--- src/rtl/traffic_light_fsm.sv ---
`default_nettype none
// ============================================================================
// Module   : traffic_light_fsm
// Purpose  : Light sequencer for a main/side road junction. It takes the
//            expiry flags from the interval timer, restarts that timer on
//            every state change, and drives the one-hot lamp outputs. The
//            main road has priority. The side road is served only when a
//            car request is latched. If the timer goes silent, a watchdog
//            forces a blinking-yellow FAULT state that only reset can leave.
// Revision : 1.0 - initial release
// ============================================================================
module traffic_light_fsm #(
    parameter int BLANK_CYC = 1,
    parameter int WDOG_CYC  = 1024,
    parameter int WDOG_W    = 11,
    parameter int BLINK_CYC = 25
) (
    input  logic       clk,
    input  logic       rst_n,
    input  logic       tMG,
    input  logic       tMY,
    input  logic       tSG,
    input  logic       tSY,
    input  logic       car_side,
    output logic       tstart,
    output logic [2:0] main_lt,
    output logic [2:0] side_lt,
    output logic       fault,
    output logic [2:0] state
);

    localparam logic [2:0] c_ST_MG    = 3'd0;
    localparam logic [2:0] c_ST_MY    = 3'd1;
    localparam logic [2:0] c_ST_SG    = 3'd2;
    localparam logic [2:0] c_ST_SY    = 3'd3;
    localparam logic [2:0] c_ST_FAULT = 3'd4;

    // Lamp encodings {R,Y,G}
    localparam logic [2:0] c_LT_RED = 3'b100;
    localparam logic [2:0] c_LT_YEL = 3'b010;
    localparam logic [2:0] c_LT_GRN = 3'b001;
    localparam logic [2:0] c_LT_OFF = 3'b000;

    localparam int c_BLANK_W = (BLANK_CYC > 0) ? $clog2(BLANK_CYC + 1) : 1;
    localparam int c_BLINK_W = (BLINK_CYC > 1) ? $clog2(BLINK_CYC) : 1;

    logic [2:0]           r_state;
    logic [2:0]           w_next_state;
    logic                 r_tstart;
    logic [c_BLANK_W-1:0] r_blank;
    logic [WDOG_W-1:0]    r_wdog;
    logic [c_BLINK_W-1:0] r_blink_cnt;
    logic                 r_blink_ph;
    logic                 r_side_req;

    logic                 w_blank;
    logic                 w_qexp;
    logic                 w_req;
    logic                 w_wdog_trip;
    logic                 w_enter;
    logic                 w_enter_run;

    // Expiry levels may still be high from the previous interval, so they are
    // ignored during the restart cycle and the blanking window after it.
    assign w_blank     = r_tstart | (r_blank != '0);
    assign w_req       = r_side_req | car_side;
    assign w_wdog_trip = (r_wdog == WDOG_W'(WDOG_CYC - 1)) && !w_qexp;
    assign w_enter     = (w_next_state != r_state);
    // Entering FAULT does not restart the timer.
    assign w_enter_run = w_enter && (w_next_state != c_ST_FAULT);

    // Select only the expiry flag that belongs to the current state.
    always_comb begin
        w_qexp = 1'b0;
        case (r_state)
            c_ST_MG: w_qexp = tMG;
            c_ST_MY: w_qexp = tMY;
            c_ST_SG: w_qexp = tSG;
            c_ST_SY: w_qexp = tSY;
            default: w_qexp = 1'b0;
        endcase
        if (w_blank) begin
            w_qexp = 1'b0;
        end
    end

    // State register.
    always_ff @(posedge clk) begin
        if (!rst_n) begin
            r_state <= c_ST_MG;
        end else begin
            r_state <= w_next_state;
        end
    end

    // Next-state logic. MG holds green indefinitely until a side request is present.
    always_comb begin
        w_next_state = r_state;
        case (r_state)
            c_ST_MG: begin
                if (w_qexp && w_req) begin
                    w_next_state = c_ST_MY;
                end else if (w_wdog_trip) begin
                    w_next_state = c_ST_FAULT;
                end
            end
            c_ST_MY: begin
                if (w_qexp) begin
                    w_next_state = c_ST_SG;
                end else if (w_wdog_trip) begin
                    w_next_state = c_ST_FAULT;
                end
            end
            c_ST_SG: begin
                if (w_qexp) begin
                    w_next_state = c_ST_SY;
                end else if (w_wdog_trip) begin
                    w_next_state = c_ST_FAULT;
                end
            end
            c_ST_SY: begin
                if (w_qexp) begin
                    w_next_state = c_ST_MG;
                end else if (w_wdog_trip) begin
                    w_next_state = c_ST_FAULT;
                end
            end
            c_ST_FAULT: w_next_state = c_ST_FAULT;
            default:    w_next_state = c_ST_MG;
        endcase
    end

    // Output decode from the state register. FAULT blinks both yellows.
    always_comb begin
        main_lt = c_LT_RED;
        side_lt = c_LT_RED;
        fault   = 1'b0;
        case (r_state)
            c_ST_MG: begin
                main_lt = c_LT_GRN;
                side_lt = c_LT_RED;
            end
            c_ST_MY: begin
                main_lt = c_LT_YEL;
                side_lt = c_LT_RED;
            end
            c_ST_SG: begin
                main_lt = c_LT_RED;
                side_lt = c_LT_GRN;
            end
            c_ST_SY: begin
                main_lt = c_LT_RED;
                side_lt = c_LT_YEL;
            end
            c_ST_FAULT: begin
                fault   = 1'b1;
                main_lt = r_blink_ph ? c_LT_YEL : c_LT_OFF;
                side_lt = r_blink_ph ? c_LT_YEL : c_LT_OFF;
            end
            default: begin
                main_lt = c_LT_RED;
                side_lt = c_LT_RED;
            end
        endcase
    end

    assign tstart = r_tstart;
    assign state  = r_state;

    // Timer restart pulse and the blanking countdown that follows it.
    always_ff @(posedge clk) begin
        if (!rst_n) begin
            r_tstart <= 1'b1;
            r_blank  <= c_BLANK_W'(BLANK_CYC);
        end else begin
            r_tstart <= w_enter_run;
            if (w_enter_run) begin
                r_blank <= c_BLANK_W'(BLANK_CYC);
            end else if (!r_tstart && (r_blank != '0)) begin
                r_blank <= r_blank - c_BLANK_W'(1);
            end
        end
    end

    // Watchdog: counts cycles spent waiting for the awaited expiry.
    always_ff @(posedge clk) begin
        if (!rst_n) begin
            r_wdog <= '0;
        end else if (r_state == c_ST_FAULT) begin
            r_wdog <= r_wdog;
        end else if (w_enter || w_qexp) begin
            r_wdog <= '0;
        end else begin
            r_wdog <= r_wdog + WDOG_W'(1);
        end
    end

    // Blink timebase. The phase starts lit on FAULT entry.
    always_ff @(posedge clk) begin
        if (!rst_n) begin
            r_blink_cnt <= '0;
            r_blink_ph  <= 1'b1;
        end else if (r_state != c_ST_FAULT) begin
            r_blink_cnt <= '0;
            r_blink_ph  <= 1'b1;
        end else if (r_blink_cnt == c_BLINK_W'(BLINK_CYC - 1)) begin
            r_blink_cnt <= '0;
            r_blink_ph  <= ~r_blink_ph;
        end else begin
            r_blink_cnt <= r_blink_cnt + c_BLINK_W'(1);
        end
    end

    // Side-road request latch. A new car wins over the clear on SG entry.
    always_ff @(posedge clk) begin
        if (!rst_n) begin
            r_side_req <= 1'b0;
        end else if (r_state == c_ST_FAULT) begin
            r_side_req <= r_side_req;
        end else if (car_side) begin
            r_side_req <= 1'b1;
        end else if ((w_next_state == c_ST_SG) && (r_state != c_ST_SG)) begin
            r_side_req <= 1'b0;
        end
    end

endmodule
`default_nettype wire

--- config.mk ---
export PLATFORM = sky130hd
export DESIGN_NAME = traffic_light_fsm
export DESIGN_NICKNAME = d
export VERILOG_FILES = /design/src/rtl/traffic_light_fsm.sv
export SDC_FILE = /design/constraint.sdc
export NUM_CORES = 1
export LEC_CHECK = 0
export CAP_MARGIN = 20
export CORE_MARGIN = 4
export CORE_UTILIZATION = 30
export CTS_CLUSTER_SIZE = 40
export DETAILED_ROUTE_END_ITERATION = 10
export GPL_TIMING_DRIVEN = 0
export HOLD_SLACK_MARGIN = 0.08
export PLACE_DENSITY_LB_ADDON = 0.15
export SYNTH_ARGS = -nofsm -noshare
export SYNTH_HDL_FRONTEND = slang
export SYNTH_SLANG_ARGS = --single-unit
--- constraint.sdc ---
create_clock -name clk -period 1.61 [get_ports clk]
set_input_delay 0.4025 -clock clk [delete_from_list [all_inputs] [get_ports clk]]
set_output_delay 0.4025 -clock clk [all_outputs]
set_load 0.03 [all_outputs]
==> impl_metrics.csv <==
group,metric,value,unit
synthesis,synth_nets,146,
clock_network,worstSkewPairLatency,0.26,ns
critical_path,path_max_fanout,5,
flow_run,cap_violations,0,
timing,report.final.hold_viol_count,0,
timing,max_slew.worst_pin.slew,0.329,ns
final_layout,fill_cells,354,
clock_network,cts_sinks,23,
power_and_ir_drop,clock_power_share,32.4,%
clock_network,clock_tree.root_cell,"clkbuf_8",
grt,antenna_found_initial,0,
timing,finalSetupViolations,10,
timing,layout_setup_ws,-0.182,ns
hold_path,hp-class,"in -> reg",
clock_network,h-tree-depth,1,
synthesis,ys_warn_count,0,
outcome,outcome,"finished, violations left",
power_and_ir_drop,power_leakage,0.705,nW
synthesis,synth_edf_count,0,
timing,drv_slew,0,
timing,rsz0062_at_grt,"yes",
floorplanning,die_area,5080,um^2
grt,grtUsageTotal,12.2,%
detailed_routing,drt-initial-drc-count,58,
power_and_ir_drop,power_density,592,nW/um^2
floorplanning,die_w,71.3,um
synthesis,synth.avg_cell_area,8.83,um^2
power_and_ir_drop,peakVddDrop,0.422,mV
clock_network,cts.hold.buffers_added,0,
power_and_ir_drop,swShare,24.0,%
clock_network,cts_tree,"yes",
power_and_ir_drop,p_sw,262,uW
synthesis,synth_ff_type,"dfxtp_1",
clock_network,numCtsBuffers,3,
placement,gp_congestion,0.814,
detailed_routing,drc,0,
detailed_routing,vias_per_cell,4.96,
critical_path,worst_ep_required_time,1.21,ns
power_and_ir_drop,pwr-share-comb,13.3,%
final_layout,num_antenna_cells,0,
critical_path,worst_ep_arrival_time,1.39,ns
synthesis,async_flop_share,0,%
detailed_routing,dr.pass1.iters,4,
outcome,violations,"setup timing",
clock_network,clockBufferDepth,2,
power_and_ir_drop,p_seq_share,54.3,%
detailed_routing,ant_nets,0,
timing,fin_crit,1.79,ns
synthesis,synth_seq_area_share,38.3,%
synthesis,synth-seq-cells,23,
clock_network,path_clk_slew,0.08,ns
grt,first_global_vias,1143,
final_layout,drive_above_1_share,38.8,%
power_and_ir_drop,power,1.09,mW
placement,dpl.hpwl,1890,um
timing,relSlewSlack,77.8,%
detailed_routing,wl_per_cell,13.5,um
critical_path,cp-start-kind,"register",
final_layout,area_growth,53.5,%
grt,grt_max_degree,13,
detailed_routing,vias,1121,
synthesis,ys_types,39,
floorplanning,pin_count,18,
synthesis,synth_area,1200,um^2
critical_path,worstSetupPathType,"reg -> out",
timing,fin_hold_ws,0.460,ns
floorplanning,num_rows,22,
timing,fin_worst_skew,0.00549,ns
grt,gr-total-overflow,0,
placement,numPortBuffers,16,
power_and_ir_drop,p_int,830,uW
final_layout,nets,189,
timing,fmax,558,MHz
grt,grt_pass1_wl,5130,um
timing,period_share,111,%
synthesis,synthCells,136,
critical_path,end_kind,"output pin",
floorplanning,fp.dieH,71.3,um
floorplanning,core_area,3770,um^2
floorplanning,initial_core_util,31.9,%
detailed_routing,finalWirelength,3040,um
==> path summary, 6_finish.rpt <==
check	cells past startpoint	slack, ns	end	from
min	2	0.46	r_blink_ph	rst_n
min reg2reg	1	0.47	r_blink_cnt[0]	r_blink_cnt[0]
max	5	-0.18	side_lt[2]	state[1]
max reg2reg	6	-0.06	state[0]	state[1]
==> layout make-up <==
cell class | count | area, um^2 | share of cell area, %
flip-flops and latches | 23 | 473 | 25.6
clock buffers | 4 | 45.0 | 2.44
repair buffers | 41 | 389 | 21.1
inverters | 8 | 46.3 | 2.51
multi-input cells | 98 | 788 | 42.7
plain buffers | 4 | 42.5 | 2.31
well taps | 48 | 60.1 | 3.26
==> kinds of logic after synthesis <==
kind of cell / synth area share [%]
AO/OA/AOI/OAI: 11.8
flip-flops: 38.3
XOR/XNOR: 8.75
multiplexers: 1.67
adder cells (fa/ha/maj): 3.13
AND/OR/NAND/NOR: 28.3
buffers and inverters: 8.02
==> critical path: stages (launching register included) <==
cell and delay (ns):
dfxtp_4 0.37, or3b_4 0.44, clkinv_8 0.06, buf_8 0.10
nor2_4 0.03, buf_6 0.13
==> registers in the layout (all words and copies together), names as in the netlist <==
name         cells
r_blank          1
r_blink_cnt      5
r_blink_ph       1
r_side_req       1
r_wdog          11
state            3
tstart           1
==> cells in the final DEF (no fill, tap or decap), types with 2 or more instances in the layout <==
cell type and instances:
o31ai_2 2, dlygate4sd2_1 4, xnor2_1 6, nor2_4 2, nand4b_1 2, xor2_1 6
buf_4 16, buf_8 2, nor3_1 4, dfxtp_1 19, nand4_1 6, nand2_1 6
nor2_1 18, nand3_1 8, a21oi_1 3, nand3b_1 2, clkbuf_8 3, a211oi_2 2
ha_1 3, clkdlybuf4s50_1 5, nand2_2 3, inv_1 5, nor3_4 2, dfxtp_4 3
buf_6 17, mux2i_4 2
==> through the flow <==
step           util (%)  std cells  cell area (um^2)  TNS [ns]  worst slack, ns
5_1_grt            48.9        226              1840     -1.83           -0.236
4_1_cts            46.8        222              1760     -1.83           -0.349
3_5_place_dp       39.1        200              1470     -6.13           -0.642
3_3_place_gp       39.1        200              1470     -5.88           -0.647
2_1_floorplan         -        136              1250   -0.0748          -0.0748
6_report           48.9        226              1840    -0.710           -0.182
==> layer usage <==
layer	track usage [%]	wire (um)
met5	0	0
met4	3.13	23
met3	1.82	105
met2	21.2	1530
met1	15.9	1380
==> power groups by stage <==
stage	registers, mW	logic [mW]	clock network (mW)
finish	0.593	0.145	0.354
detailed placement	0.607	0.0977	0
CTS	0.593	0.129	0.370
global route	0.597	0.156	0.401
global placement	0.607	0.0970	0
floorplan	0.610	0.0576	0
==> repair_timing <==
item                       CTS  global route
setup endpoints to repair   16            28
cloned                       0             0
pin swaps                   13             9
setup buffers               18             7
resized for setup           75            19
==> synth_stat cells, types with 3 or more instances <==
master	number	share of area, %
xor2_1	6	4.4
nor2_1	20	6.2
a21oi_1	4	1.7
ha_1	3	3.1
nand3_1	8	3.3
xnor2_1	6	4.4
nand4_1	6	3.1
nand2_1	9	2.8
inv_1	7	2.2
nor3_1	6	2.5
dfxtp_1	23	38
buf_6	5	4.7
Power figures use the tool's default switching activity.
==> patch 1: new RTL, config.mk and constraints unchanged <==
Make the reset (`rst_n`) asynchronous in 5 clocked blocks.
--- a/src/rtl/traffic_light_fsm.sv
+++ b/src/rtl/traffic_light_fsm.sv
@@ -87,3 +87,3 @@
     // State register.
-    always_ff @(posedge clk) begin
+    always_ff @(posedge clk or negedge rst_n) begin
         if (!rst_n) begin
@@ -170,3 +170,3 @@
     // Timer restart pulse and the blanking countdown that follows it.
-    always_ff @(posedge clk) begin
+    always_ff @(posedge clk or negedge rst_n) begin
         if (!rst_n) begin
@@ -185,3 +185,3 @@
     // Watchdog: counts cycles spent waiting for the awaited expiry.
-    always_ff @(posedge clk) begin
+    always_ff @(posedge clk or negedge rst_n) begin
         if (!rst_n) begin
@@ -198,3 +198,3 @@
     // Blink timebase. The phase starts lit on FAULT entry.
-    always_ff @(posedge clk) begin
+    always_ff @(posedge clk or negedge rst_n) begin
         if (!rst_n) begin
@@ -214,3 +214,3 @@
     // Side-road request latch. A new car wins over the clear on SG entry.
-    always_ff @(posedge clk) begin
+    always_ff @(posedge clk or negedge rst_n) begin
         if (!rst_n) begin
Function: differs if rst_n is asserted again (counterexample within 4 cycles, from zero or initial values and one cycle with rst_n low); with rst_n held inactive, the same outputs for 10 cycles.
==> patch 1 against the unedited design <==
The flow still finishes with violations (setup timing). Routed wire length rose by 8.0%. Sequential cell count did not move. Area after synthesis rose by 7.5%. Cell area rose by 8.9%. Critical path depth did not move. Sequential share of layout area rose by 3.3 points. Count of clock-buffer cells in the layout fell by 1. Worst hold slack improved by 22 ps. Worst setup slack got worse by 85 ps. Highest routed layer unchanged.
Power is not compared: it rests on default switching activity, and its combinational part moved more than twofold at a synthesized area within 25%.
==> patch 1: results (changes against the unedited design) <==
- Placed Cells: 198 (-1.0%)
* Highest routed layer: met4
* Detail-routed via count per cell: 5.25 (+5.9%)
- By area the synthesized netlist is led by sky130_fd_sc_hd__dfrtp_1 39%, sky130_fd_sc_hd__dfstp_2 6.1%, sky130_fd_sc_hd__a21oi_1 4.7%, sky130_fd_sc_hd__xor2_1 4.1%, sky130_fd_sc_hd__nand2_1 3.5%.
- Instance area after placement: 1620 um^2 (+10%)
- Worst slew slack as a fraction of its limit: 63.9% (-14 points)
- The net count reported at finish is 186 (-1.6%).
* Vias in the first global route: 1132 (-0.96%)
* Static leakage: approximately 0.77 nW
- After clock tree synthesis, the clock-pin slew on the worst setup and hold paths is around 90 ps.
- Cts bufs inserted: 3 (unchanged)
* Initial DRC Count: 45 (-22%)
- Endpoint arrival time on the critical path: 1470 ps (+80 ps)
- The total negative slack for setup checks was -1860 ps (-1150 ps).
* Failing checks: setup timing
- The final RePlAce weighted congestion came to 0.741 (-9.0%).
- The fraction of final layout cells with drive strength greater than 1 is 46.3% (+7.5 points).
- Unique cell type count in the Yosys netlist: 45 (+15%)
- Detailed Place HPWL: 2030 um (+7.3%)
- Asr flop ratio synth: 100% (+100 points)
- Synth top cells by count: 20 x sky130_fd_sc_hd__dfrtp_1, 12 x sky130_fd_sc_hd__a21oi_1, 12 x sky130_fd_sc_hd__nand2_1
- The Yosys warning count is 0 (unchanged).
- WL met3: 132 um (+26%)
- Worst Skew: 1.52 ps (-3.98 ps)
* Total length of routed met2 wires: 1660 um (+8.2%)
- The worst-case IR drop observed on VDD is about 0.29 mV.
- The number of gates resized after cts is 67 (-11%).
- The run finished, with violations left.
* Number of buffers inserted by post-CTS setup repair: 16 (-2)
- Number of port buffers: 17 (+1)
* Top fanout value on the critical path: 4 (-1)
- The final number of setup-violating endpoints is 19 (+9).
* Synthesized Nets: 141 (-3.4%)
* Syn avg cell area: 9.86 um^2 (+12%)
- Wirelength per Cell: 14.6 um (+8.5%)
- The number of cells in the finished layout apart from fillers came to 225 (-0.44%).
- Met3 global-route usage: 2.33% (+0.50 points)
- The flip-flop count of the largest register after layout came to 11 (unchanged).
- The first-pass GRT wire length was 5220 um (+1.9%).
- Wire length the detailed router placed on met1: 1470 um (+6.7%)
- The combined global-route utilization of all metal layers was 12.4% (+0.13 points).
* Final worst-path setup slack: -267 ps (-85.0 ps)
* Fraction of met1 tracks used by global routing: 16.4% (+0.49 points)
- The sequential element share of the synthesized area came to 44.9% (+6.5 points).
* Post-Place Worst Slack: -647 ps (-4.82 ps)
- The largest net degree at the start of global routing is 24 (+11).
* Insertion delay of the later-clocked pin in the worst-skew pair: 260 ps (about the same)
* GR Layer Usage met2: 20.0% (-1.2 points)
- The detailed-routing iteration count for the pre-antenna-repair pass came to 4 (unchanged).
- The path class of the tightest hold or removal check is input pin to asynchronous set/reset pin.
[patch 1: cell count changes after synthesis, sizes merged, moves of 3 or more]
cell | before | now
dfstp | 0 | 3
a21oi | 4 | 12
dfxtp | 23 | 0
nand2 | 9 | 13
nor2 | 20 | 6
dfrtp | 0 | 20
[patch 1: cell families after synthesis]
family	Yosys count	share of synthesized area [%]
buffers and inverters	11	4.26
flip-flops	23	44.9
AO/OA/AOI/OAI	28	15.5
multiplexers	3	2.81
XOR/XNOR	10	6.78
adder cells (fa/ha/maj)	3	2.91
AND/OR/NAND/NOR	53	22.9
[patch 1: where the power goes]
group	switching [mW]	internal [mW]
registers	0.0000000000818	0.577
clock network	0.196	0.175
logic	0.0226	0.0220
total	0.219	0.775
[patch 1: layout make-up]
cell class              instances  area [um^2]
plain buffers                   4         51.3
clock buffers                   3         41.3
clock inverters                 1         7.51
fillers                       383         2080
inverters                       6         31.3
multi-input cells              98          867
flip-flops and latches         23          582
well taps                      50         62.6
repair buffers                 40          365
[patch 1: final timing paths]
| path | slack (ps) | start | depth (start not counted) | endpoint |
|---|---|---|---|---|
| max | -270 | state[0]$_DFF_PN0_ | 5 | side_lt[2] |
| min | 480 | rst_n | 1 | r_side_req$_DFFE_PN0P_ |
| max reg2reg | -70 | state[1]$_DFF_PN0_ | 6 | r_wdog[1]$_DFFE_PN0N_ |
| min reg2reg | 480 | r_blink_cnt[0]$_DFF_PN0_ | 1 | r_blink_cnt[0]$_DFF_PN0_ |
| max in group asynchronous | 570 | rst_n | 2 | tstart$_DFF_PN1_ |
| min in group clk | 480 | r_blink_cnt[0]$_DFF_PN0_ | 1 | r_blink_cnt[0]$_DFF_PN0_ |
==> patch 2: new RTL, same flow settings <==
Made on the original files. Set the parameter `BLINK_CYC` to 50 (it was 25).
--- a/src/rtl/traffic_light_fsm.sv
+++ b/src/rtl/traffic_light_fsm.sv
@@ -15,3 +15,3 @@
     parameter int WDOG_W    = 11,
-    parameter int BLINK_CYC = 25
+    parameter int BLINK_CYC = 50
 ) (
Check against the original RTL: no difference found for any inputs over 10 cycles, from zero or initial values and one cycle with rst_n low; that may be too few to reach the edited logic, so the function may still have changed.
==> patch 2 against the unedited design <==
The run still ends with setup timing left. Worst hold slack about the same. Sequential cell count increased by 1. Routed wire length increased by 12%. Total power increased by 17%. Area after synthesis increased by 6.1%. Worst setup slack improved by 55 ps. Critical path depth decreased by 1. Count of clock-buffer cells in the layout decreased by 1. Cell area increased by 3.6%. Largest cell class unchanged.
==> patch 2: results (changes against the unedited design) <==
* Status: complete, but fails checks
- Failing checks: setup timing
* Reg2reg start: state[0]$_SDFF_PN0_
- Endpoints failing setup: 25 (+15)
- Worst Skew: 6.56 ps (+1.06 ps)
- The power dissipated in the clock network was 0.527 mW (+49%).
- Gate Count Post-Synth: 140 (+2.9%)
- The count of port buffers added during placement is 17 (+1).
- Number of buffers inserted by post-CTS setup repair: 13 (-5)
- The detailed router's first-iteration violation count was 46 (-21%).
- Total negative setup slack: -1260 ps (-546 ps)
- The standard cell area after detailed placement was 1540 um^2 (+4.2%).
- Worst-case hold path end point: r_blink_cnt[0]$_SDFF_PP0_
- Hold WC Path Type: register to register
- The final RePlAce weighted congestion is 0.800 (-1.8%).
- Synth top cells by count: 24 x sky130_fd_sc_hd__dfxtp_1, 11 x sky130_fd_sc_hd__nor3_1, 10 x sky130_fd_sc_hd__nand2_1
* Endpoint arrival time on the critical path: 1330 ps (-60 ps)
- The worst voltage drop across the vdd grid came to 0.353 mV (-16%).
- The switching power as a share of total power was 22.1% (-1.9 points).
- Vias: 1191 (+6.2%)
* Slew at the pin with the worst max-slew slack: 506 ps (+177 ps)
- The clock power share is 41.1% (+8.7 points).
- X dimension of the die: 73.2 um (+2.7%)
- Final worst-path setup slack: -126 ps (+55.5 ps)
- The distinct cell type count of the synthesized netlist is 45 (+15%).
* Worst min-delay path startpoint: r_blink_cnt[0]$_SDFF_PP0_
- The utilization after layout was 47.1% (-1.8 points).
* Placed Cells: 207 (+3.5%)
* Post-synthesis compound-gate area fraction: 11.0% (-0.78 points)
-- patch 2: cell types whose count changed in the layout (fill, tap and decap cells not counted), moves of 2 or more --
cell,change
sky130_fd_sc_hd__nor4_2,+2
sky130_fd_sc_hd__nor2_2,+5
sky130_fd_sc_hd__nor3_2,+6
sky130_fd_sc_hd__nor2_1,-13
sky130_fd_sc_hd__buf_4,-3
sky130_fd_sc_hd__nand2_2,-2
sky130_fd_sc_hd__dlygate4sd2_1,+4
sky130_fd_sc_hd__buf_6,-3
sky130_fd_sc_hd__nand2b_4,+2
sky130_fd_sc_hd__clkdlybuf4s50_1,-5
sky130_fd_sc_hd__nand2_1,+3
sky130_fd_sc_hd__mux2i_4,-2
-- patch 2: area by class of cell --
type                            count  area share (%)
Clock buffer                        3            2.16
Buffer                              3            2.10
Multi-Input combinational cell    104            45.9
Inverter                            6            1.57
Tap cell                           50            3.27
Sequential cell                    24            25.8
Clock inverter                      1            1.57
Timing Repair Buffer               37            17.6
